`src/rtl/uart_rx.sv`:
```
// 8N1 UART receiver: two-flop input sync, mid-bit sampling, single-entry
// valid/ready output register with framing-error and overrun pulses.
module uart_rx #(
  parameter int unsigned CLKS_PER_BIT = 104
) (
  input  logic       clk,
  input  logic       rstn,
  input  logic       rxd,
  output logic [7:0] rx_data,
  output logic       rx_valid,
  input  logic       rx_ready,
  output logic       frame_err,
  output logic       overrun,
  output logic       busy
);

  localparam int unsigned CW   = (CLKS_PER_BIT > 1) ? $clog2(CLKS_PER_BIT) : 1;
  localparam int unsigned HALF = CLKS_PER_BIT / 2;
  localparam logic [CW-1:0] HALF_LOAD = CW'(HALF - 1);
  localparam logic [CW-1:0] BIT_LOAD  = CW'(CLKS_PER_BIT - 1);

  typedef enum logic [2:0] {
    IDLE,
    START,
    DATA,
    STOP,
    WAIT_HIGH
  } state_e;

  state_e        state_q;
  logic          s1_q, s2_q, prev_q;
  logic [CW-1:0] cnt_q;
  logic [2:0]    idx_q;
  logic [7:0]    sh_q;
  logic [7:0]    rx_data_q;
  logic          rx_valid_q;
  logic          frame_err_q;
  logic          overrun_q;
  logic          busy_q;

  assign rx_data   = rx_data_q;
  assign rx_valid  = rx_valid_q;
  assign frame_err = frame_err_q;
  assign overrun   = overrun_q;
  assign busy      = busy_q;

  always_ff @(posedge clk or negedge rstn) begin
    if (!rstn) begin
      state_q     <= IDLE;
      s1_q        <= 1'b1;
      s2_q        <= 1'b1;
      prev_q      <= 1'b1;
      cnt_q       <= '0;
      idx_q       <= 3'd0;
      sh_q        <= 8'h00;
      rx_data_q   <= 8'h00;
      rx_valid_q  <= 1'b0;
      frame_err_q <= 1'b0;
      overrun_q   <= 1'b0;
      busy_q      <= 1'b0;
    end else begin
      s1_q        <= rxd;
      s2_q        <= s1_q;
      prev_q      <= s2_q;
      frame_err_q <= 1'b0;
      overrun_q   <= 1'b0;

      // Consumer handshake; a delivery in the same cycle overrides this below.
      if (rx_valid_q && rx_ready) rx_valid_q <= 1'b0;

      if (cnt_q != '0) cnt_q <= cnt_q - CW'(1);

      case (state_q)
        IDLE: begin
          if (!s2_q && prev_q) begin
            cnt_q   <= HALF_LOAD;
            state_q <= START;
            busy_q  <= 1'b1;
          end
        end
        START: begin
          if (cnt_q == '0) begin
            if (!s2_q) begin
              cnt_q   <= BIT_LOAD;
              idx_q   <= 3'd0;
              state_q <= DATA;
            end else begin
              state_q <= IDLE;
              busy_q  <= 1'b0;
            end
          end
        end
        DATA: begin
          if (cnt_q == '0) begin
            sh_q  <= {s2_q, sh_q[7:1]};
            cnt_q <= BIT_LOAD;
            idx_q <= idx_q + 3'd1;
            if (idx_q == 3'd7) state_q <= STOP;
          end
        end
        STOP: begin
          if (cnt_q == '0) begin
            if (s2_q) begin
              if (!rx_valid_q || rx_ready) begin
                rx_data_q  <= sh_q;
                rx_valid_q <= 1'b1;
              end else begin
                overrun_q <= 1'b1;
              end
              state_q <= IDLE;
              busy_q  <= 1'b0;
            end else begin
              frame_err_q <= 1'b1;
              state_q     <= WAIT_HIGH;
            end
          end
        end
        WAIT_HIGH: begin
          if (s2_q) begin
            state_q <= IDLE;
            busy_q  <= 1'b0;
          end
        end
        default: begin
          state_q <= IDLE;
          busy_q  <= 1'b0;
        end
      endcase
    end
  end

endmodule

```
`config.mk`:
```
export PLATFORM = sky130hd
export DESIGN_NAME = uart_rx
export DESIGN_NICKNAME = d
export VERILOG_FILES = /design/src/rtl/uart_rx.sv
export SDC_FILE = /design/constraint.sdc
export NUM_CORES = 1
export LEC_CHECK = 0
export ABC_AREA = 1
export CORE_MARGIN = 3
export CORE_UTILIZATION = 50
export CTS_CLUSTER_SIZE = 28
export DETAILED_ROUTE_END_ITERATION = 16
export PLACE_DENSITY = 0.71
export SYNTH_ARGS = -nofsm -noshare
export SYNTH_HDL_FRONTEND = slang
export SYNTH_SLANG_ARGS = --single-unit
```
`constraint.sdc`:
```
create_clock -name clk -period 4.6 [get_ports clk]
set_input_delay 0.92 -clock clk [delete_from_list [all_inputs] [get_ports clk]]
set_output_delay 0.92 -clock clk [all_outputs]
set_load 0.01 [all_outputs]
```
==> results of run 1 <==
[per-layer routing]
| metal | track usage | up-vias | wire, um | part of all wire |
|---|---|---|---|---|
| met2 | 0.244 | 37 | 1340 | 0.45 |
| met3 | 0.0393 | 8 | 169 | 0.057 |
| met4 | 0.0829 | 0 | 61 | 0.020 |
| li1 | - | 657 | - | - |
| met5 | 0 | - | 0 | 0 |
| met1 | 0.212 | 578 | 1420 | 0.48 |
[final timing paths]
check	end	slack [ns]	cells after the start
min	s2_q$_DFF_PN1_	0.36	0
max in group asynchronous	s1_q$_DFF_PN1_	3.29	2
min in group asynchronous	frame_err$_DFF_PN0_	0.95	2
min reg2reg	s2_q$_DFF_PN1_	0.36	0
max reg2reg	sh_q[6]$_DFFE_PN0P_	2.60	8
max	rx_data[6]	2.40	1
[stage by stage]
stage / setup WS (ns) / cells
after floorplan: 2.90 / 195
after global placement: 2.63 / 250
after detailed placement: 2.57 / 250
after CTS: 2.39 / 258
after global routing: 2.36 / 258
final: 2.40 / 258
[placed cells by master (no fill, tap or decap), drive strengths merged]
cell type | netlist | routed
dfrtp | 33 | 33
inv | 23 | 23
xor2 | 2 | 2
and3 | 1 | 1
clkdlybuf4s50 | 0 | 15
nor2 | 16 | 16
nand4 | 1 | 1
clkbuf | 0 | 6
nand2 | 56 | 56
or2 | 1 | 1
a21oi | 4 | 4
dfstp | 3 | 3
nand3 | 13 | 13
o21ai | 25 | 25
buf | 5 | 1
ha | 5 | 5
bufinv | 0 | 1
o31ai | 1 | 1
a31oi | 1 | 1
o211ai | 1 | 1
nand3b | 2 | 2
clkinv | 0 | 1
nor3 | 1 | 1
and2 | 1 | 1
[flip-flops by register name, indices dropped and copies added, names as in the netlist]
name	count
state_q	3
busy	1
s2_q	1
s1_q	1
overrun	1
idx_q	3
rx_valid	1
sh_q	8
rx_data	8
frame_err	1
cnt_q	7
prev_q	1
[logic make-up after synthesis]
kind of cell    count (synthesis)
simple gates                   92
flops                          36
compound gates                 32
buf+inv                        28
fa+ha+maj                       5
xor+xnor                        2
[area by class of cell]
type | count | area (um2)
fillers | 295 | 1210
flip-flops and latches | 36 | 905
multi-input cells | 131 | 709
repair buffers | 16 | 158
inverters | 23 | 86.3
well taps | 44 | 55.1
clock buffers | 6 | 41.3
clock inverters | 2 | 35.0
[where the power goes]
part           internal, mW  switching, mW  total, mW
sequential            0.366         0.0450      0.411
clock                 0.114          0.106      0.220
combinational         0.119          0.194      0.313
==> metrics.cfg, run 1 <==
[outcome]
status = completed

[clock_network]
clock_path_buffers = 2
cts_hold_buf = 0
clk_latency_ns = 0.36
post-cts-setup-buffers = 0
cts_root_buffer = clkbuf_4
htree_levels = 2
numCtsBuffers = 5
tritoncts = built
clk_pin_slew_ns = 0.10
cts.sinks = 36
cts.repair.resized = 0

[worst_setup_path]
crit_start = rx_data[6]$_DFFE_PN0P_
cpPeakStageDelay_ns = 0.55
cp_slowest_cell = clkdlybuf4s50_1
crit_buf_inv = 1
cp.required_ns = 3.68
arrival_ns = 1.28
path_class = flop to primary output
path_cells = clkdlybuf4s50_1
cp_max_fo = 2
worstSetupEndpointType = primary output
start_kind = flop
r2r-start = cnt_q[0]$_DFF_PN0_
cp_top_family = buffers and inverters

[floorplanning]
fp.dieW_um = 65.1
row_count = 20
die_area_mm2 = 0.00424
initial_core_util = 0.546
core_mm2 = 0.00320
ios = 16
fp.dieH_um = 65.1

[layout]
final_area_mm2 = 0.00199
final_nets = 222
num_antenna_cells = 0
finish.utilization = 0.621
synthToLayoutAreaGrowth_pct = 13.8
drive_above_1_share = 0.145

[placement]
post_dp_cell_area_mm2 = 0.00191
gp_congestion = 0.825
port_buffers = 15
hpwl_mm = 2.19

[timing]
finalSetupViolCount = 0
tightest_slew_ns = 0.777
rsz0062_at_grt = false
timing.final.crit_share = 0.479
setup_tns_ns = 0
final_max_slew_viol_count = 0
max_clock_freq_ghz = 0.454
hold_viol = 0
fin_crit_ns = 2.20
whs_ns = 0.363
slew_headroom = 0.482
skew_ns = 0.0194

[hold_path]
hold_class = flop to flop
worstHoldStart = s1_q$_DFF_PN1_

[synthesis]
synthTopCellsByCount = 54 x nand2_1, 33 x dfrtp_1, 22 x inv_1, 12 x nor2_1, 12 x o21ai_0
synthTopCellsByArea = dfrtp_1 47%, nand2_1 12%, o21ai_2 5.0%
synth_area_leader_cell = dfrtp_1
synthFlopType = dfrtp_1
synth_nets = 204
ys_ff_latch = 36
synth_adder_area_share = 0.0358
postSynthCellCount = 195
syn_area_mm2 = 0.00175
synth_xor_xnor_area_share = 0.0100
avgSynthCellArea_um2 = 8.96
ys_types = 31
synth_top_family_by_area = simple AND/OR/NAND/NOR gates
synth-edff-count = 0
synth-simple-area-share = 0.243
synthMuxAreaShare = 0
yosysSeqAreaShare = 0.518
ys_async_sr_fraction = 1.00
yosysMostFrequentCell = nand2_1
yosysTopAreaCellShare = 0.472
ys_warn_count = 0
synth_compound_area_frac = 0.117

[routing]
via_count = 1280
firstDrtPassIters = 6
drtIter0Drc = 101
vias_per_cell = 4.96
ant_nets = 0
wl_per_cell_um = 11.6
drc = 0
routed_wl_mm = 2.99

[global_route]
track_usage = 0.160
grt_pass1_vias = 1190
grt_pass1_wl_mm = 5.20
overflow = 0
antenna_found_initial = 0
grt_max_degree = 37

[power]
power_mw = 0.944
power_density_mw_per_mm2 = 474
leakagePower_nw = 0.974
max-vdd-ir-drop_uv = 341

[flow_run]
cap_violations = 0

Note: power is estimated with default switching activity, not from simulation.
==> run 2, diff against run 1 <==
==> constraint.sdc (replaced) <==
create_clock -name clk -period 2.1 [get_ports clk]
set_input_delay 0.42 -clock clk [delete_from_list [all_inputs] [get_ports clk]]
set_output_delay 0.42 -clock clk [all_outputs]
set_load 0.01 [all_outputs]
==> run 2 against run 1 <==
  * Critical path depth up 7
  * Sequential power is 120% higher
  * Core utilization shrank 0.70 points
  * First-iteration DRC count increased by 27%
  * Register-to-register slack worse by 2.3 ns
  * Clock skew is 0.010 ns lower
  * Largest cell class unchanged
==> metrics.cfg, run 2 (same netlist as run 1, synthesis figures left out) <==
[floorplanning]
die_area_mm2 = 0.00424
fp.dieW_um = 65.1
fp.dieH_um = 65.1
core_mm2 = 0.00320
ios = 16
row_count = 20
initial_core_util = 0.546

[flow_run]
cap_violations = 0

[timing]
slew_headroom = 0.711
tightest_slew_ns = 0.433
skew_ns = 0.00924
max_clock_freq_ghz = 0.549
finalSetupViolCount = 0
setup_tns_ns = 0
fin_crit_ns = 1.82
final_max_slew_viol_count = 0
timing.final.crit_share = 0.867
rsz0062_at_grt = false
hold_viol = 0

[worst_setup_path]
path_class = flop to flop
cp_max_fo = 19
cp.required_ns = 2.33
cp_slowest_cell = or2_2
cpMostUsedCell = inv_1
path_cells = inv_1 -> ha_1 -> inv_1 -> nor2_4 -> nand2_4 -> or2_2 -> nand2_1 -> o21ai_2
start_kind = flop
cpPeakStageDelay_ns = 0.48
worstSetupEndpointType = flop
arrival_ns = 2.05
cp_top_family = simple AND/OR/NAND/NOR gates
crit_buf_inv = 2

[power]
power_mw = 1.95
max-vdd-ir-drop_uv = 493
leakagePower_nw = 0.961
power_density_mw_per_mm2 = 991

[clock_network]
clock_path_buffers = 2
clk_latency_ns = 0.34
clk_pin_slew_ns = 0.11
numCtsBuffers = 5
cts_root_buffer = clkbuf_4
htree_levels = 2
post-cts-setup-buffers = 0
cts_hold_buf = 0
tritoncts = built
cts.sinks = 36

[placement]
hpwl_mm = 2.28
port_buffers = 15
gp_congestion = 0.832
place_inst = 250

[routing]
wl_met1_mm = 1.38
vias_per_cell = 5.19
met2WireLength_mm = 1.43
routed_wl_mm = 3.04
dr.max_layer_used = met4
route.met3.wl_um = 173
firstDrtPassIters = 5
drtIter0Drc = 128
via_count = 1339
wl_per_cell_um = 11.8
ant_nets = 0
drc = 0

[layout]
final_common_cell = nand2_1
num_antenna_cells = 0
final-instance-count-excl-fill = 258
drive_above_1_share = 0.145
synthToLayoutAreaGrowth_pct = 12.5
final_nets = 222
finish.utilization = 0.614
mostFrequentLayoutCells = 54 x nand2_1, 33 x dfrtp_1, 22 x inv_1

[outcome]
status = completed

[global_route]
antenna_found_initial = 0
grt_pass1_wl_mm = 5.45
grt_max_degree = 37
track_usage = 0.165
grt_pass1_vias = 1295
overflow = 0

[hold_path]
hold_class = flop to flop

## run 2: through the flow
stage | setup slack [ns] | hold slack, ns | cell area (um2)
floorplan | 0.397 | 0.124 | 1750
global placement | 0.264 | 0.347 | 1910
detailed placement | 0.186 | 0.351 | 1910
CTS | 0.174 | 0.367 | 1970
global route | 0.139 | 0.368 | 1970
finish | 0.279 | 0.363 | 1970
## run 2: final timing paths
| check | startpoint | end | slack, ns | cells after the start |
|---|---|---|---|---|
| hold / removal | s1_q$_DFF_PN1_ | s2_q$_DFF_PN1_ | 0.36 | 0 |
| setup reg to reg | cnt_q[0]$_DFF_PN0_ | sh_q[2]$_DFFE_PN0P_ | 0.28 | 8 |
| hold reg to reg | s1_q$_DFF_PN1_ | s2_q$_DFF_PN1_ | 0.36 | 0 |
| min in group asynchronous | rstn | state_q[0]$_DFFE_PN0P_ | 0.48 | 2 |
| max in group asynchronous | rstn | s1_q$_DFF_PN1_ | 1.28 | 2 |
| setup / recovery | cnt_q[0]$_DFF_PN0_ | sh_q[2]$_DFFE_PN0P_ | 0.28 | 8 |
## run 2: layout make-up
type / count / area, um2
fill: 299 / 1240
sequential: 36 / 905
multi-input combinational: 131 / 709
timing repair buffer: 16 / 158
inverter: 23 / 86.3
tap: 44 / 55.1
clock buffer: 7 / 45.0
clock inverter: 1 / 8.76
## run 2: repair_timing
action,4_1_cts,5_1_grt
hold endpoints to repair,0,0
resized for setup,0,1
setup endpoints to repair,0,1
## run 2: layer usage
metal	track usage	vias up
li1	-	661
met1	0.213	628
met2	0.262	44
met3	0.0410	6
met4	0.0777	0
met5	0	-
## run 2: report_power, final
group | internal [mW] | switching, mW | total [mW]
clock | 0.134 | 0.222 | 0.357
sequential | 0.802 | 0.0994 | 0.901
combinational | 0.262 | 0.429 | 0.691
total | 1.20 | 0.750 | 1.95
## run 2: worst register-to-register path, stage by stage (launching register included)
cell and delay [ns]:
dfrtp_1 0.40, inv_1 0.15, ha_1 0.17, inv_1 0.06, nor2_4 0.14, nand2_4 0.12, or2_2 0.48, nand2_1 0.14
o21ai_2 0.06
==> run 3, diff against run 2 <==
--- a/config.mk
+++ b/config.mk
@@ -6,8 +6,10 @@
 export NUM_CORES = 1
 export LEC_CHECK = 0
 export ABC_AREA = 1
+export CORE_ASPECT_RATIO = 1.4
 export CORE_MARGIN = 3
 export CORE_UTILIZATION = 50
+export CTS_BUF_LIST = sky130_fd_sc_hd__clkbuf_2 sky130_fd_sc_hd__clkbuf_4 sky130_fd_sc_hd__clkbuf_8
 export CTS_CLUSTER_SIZE = 28
 export DETAILED_ROUTE_END_ITERATION = 16
 export PLACE_DENSITY = 0.71
==> run 3 against run 2 <==
  * Register-to-register slack is essentially flat
  * Setup slack lost 0.0014 ns
  * Die area grew 0.24%
  * Clock power grew 44%
  * Global-route usage grew 1.4 points
  * Total power grew 8.1%
  * Sequential share of layout area shrank 0.86 points
  * Critical path type unchanged
  * Highest routed layer unchanged
==> metrics.cfg, run 3 (same netlist as run 1, synthesis figures left out) <==
[outcome]
status = completed

[clock_network]
clk_pin_slew_ns = 0.07
cts_hold_buf = 0
clock_path_buffers = 2
cts_root_buffer = clkbuf_8
cts.repair.resized = 0
htree_levels = 2
numCtsBuffers = 5
cts.sinks = 36
post-cts-setup-buffers = 0
clk_latency_ns = 0.29
tritoncts = built

[worst_setup_path]
crit_buf_inv = 2
path_cells = inv_1 -> ha_1 -> inv_1 -> nor2_4 -> nand2_4 -> or2_2 -> nand2_1 -> o21ai_2
cp_top_family = simple AND/OR/NAND/NOR gates
start_kind = flop
cp_max_fo = 19
path_class = flop to flop
cp_slowest_cell = or2_2
cp.required_ns = 2.27
arrival_ns = 1.99
cpMostUsedCell = inv_1
worstSetupEndpointType = flop
cpPeakStageDelay_ns = 0.48

[layout]
finish.utilization = 0.618
final_nets = 222
synthToLayoutAreaGrowth_pct = 14.7
drive_above_1_share = 0.154
final_common_cell = nand2_1
num_antenna_cells = 0
mostFrequentLayoutCells = 54 x nand2_1, 33 x dfrtp_1, 22 x inv_1

[timing]
slew_headroom = 0.710
max_clock_freq_ghz = 0.549
hold_viol = 0
setup_tns_ns = 0
timing.final.crit_share = 0.868
finalSetupViolCount = 0
fin_crit_ns = 1.82
tightest_slew_ns = 0.435
skew_ns = 0.00406
final_max_slew_viol_count = 0
rsz0062_at_grt = false

[floorplanning]
row_count = 24
initial_core_util = 0.539
ios = 16
die_area_mm2 = 0.00425
fp.dieW_um = 56.0
fp.dieH_um = 76.0
core_mm2 = 0.00324

[global_route]
grt_max_degree = 37
grt_pass1_wl_mm = 6.05
overflow = 0
antenna_found_initial = 0
grt_pass1_vias = 1348
track_usage = 0.179

[power]
max-vdd-ir-drop_uv = 675
power_density_mw_per_mm2 = 1050
power_mw = 2.11
leakagePower_nw = 0.975

[placement]
hpwl_mm = 2.46
gp_congestion = 0.906
port_buffers = 15

[routing]
routed_wl_mm = 3.29
drc = 0
firstDrtPassIters = 4
ant_nets = 0
wl_per_cell_um = 13.0
vias_per_cell = 5.18
drtIter0Drc = 44
via_count = 1311

[hold_path]
hold_class = flop to flop

[flow_run]
cap_violations = 0

-- run 3: power breakdown --
part	leakage (nW)	internal, mW	switching (mW)
logic	0.458	0.260	0.430
clock network	0.0434	0.265	0.248
registers	0.474	0.803	0.102
-- run 3: worst reg2reg max path, cell delays in order (launching register included) --
cell and delay, ns:
dfrtp_1 0.39, inv_1 0.15, ha_1 0.16, inv_1 0.06, nor2_4 0.14, nand2_4 0.13, or2_2 0.48, nand2_1 0.14
o21ai_2 0.06
-- run 3: path summary, 6_finish.rpt --
path | slack [ns] | cells after the start | start | end
worst max-delay path | 0.28 | 8 | cnt_q[0]$_DFF_PN0_ | sh_q[4]$_DFFE_PN0P_
worst min-delay path | 0.37 | 0 | s1_q$_DFF_PN1_ | s2_q$_DFF_PN1_
worst max register to register | 0.28 | 8 | cnt_q[0]$_DFF_PN0_ | sh_q[4]$_DFFE_PN0P_
worst min register to register | 0.37 | 0 | s1_q$_DFF_PN1_ | s2_q$_DFF_PN1_
max in group asynchronous | 1.22 | 2 | rstn | prev_q$_DFF_PN1_
min in group asynchronous | 0.55 | 2 | rstn | busy$_DFFE_PN0P_
-- run 3: final cells by class --
class                           count  area, um2
Multi-Input combinational cell    131        709
Tap cell                           39       48.8
Fill cell                         276       1240
Sequential cell                    36        905
Timing Repair Buffer               16        158
Clock buffer                        6       82.6
Clock inverter                      2       15.0
Inverter                           23       86.3
-- run 3: through the flow --
stage,setup slack (ns),cell area (um2),hold slack [ns],cells
global placement,0.259,1910,0.348,245
detailed placement,0.167,1910,0.356,245
finish,0.278,2000,0.365,253
global route,0.137,2000,0.369,253
floorplan,0.397,1750,0.124,195
CTS,0.159,2000,0.367,253
-- run 3: layer usage --
metal  share of wire  up-vias  GRT usage
met5               0        -          0
met4           0.026        0     0.0903
met3           0.035        8     0.0476
met2            0.53       31      0.296
met1            0.41      614      0.212
li1                -      658          -
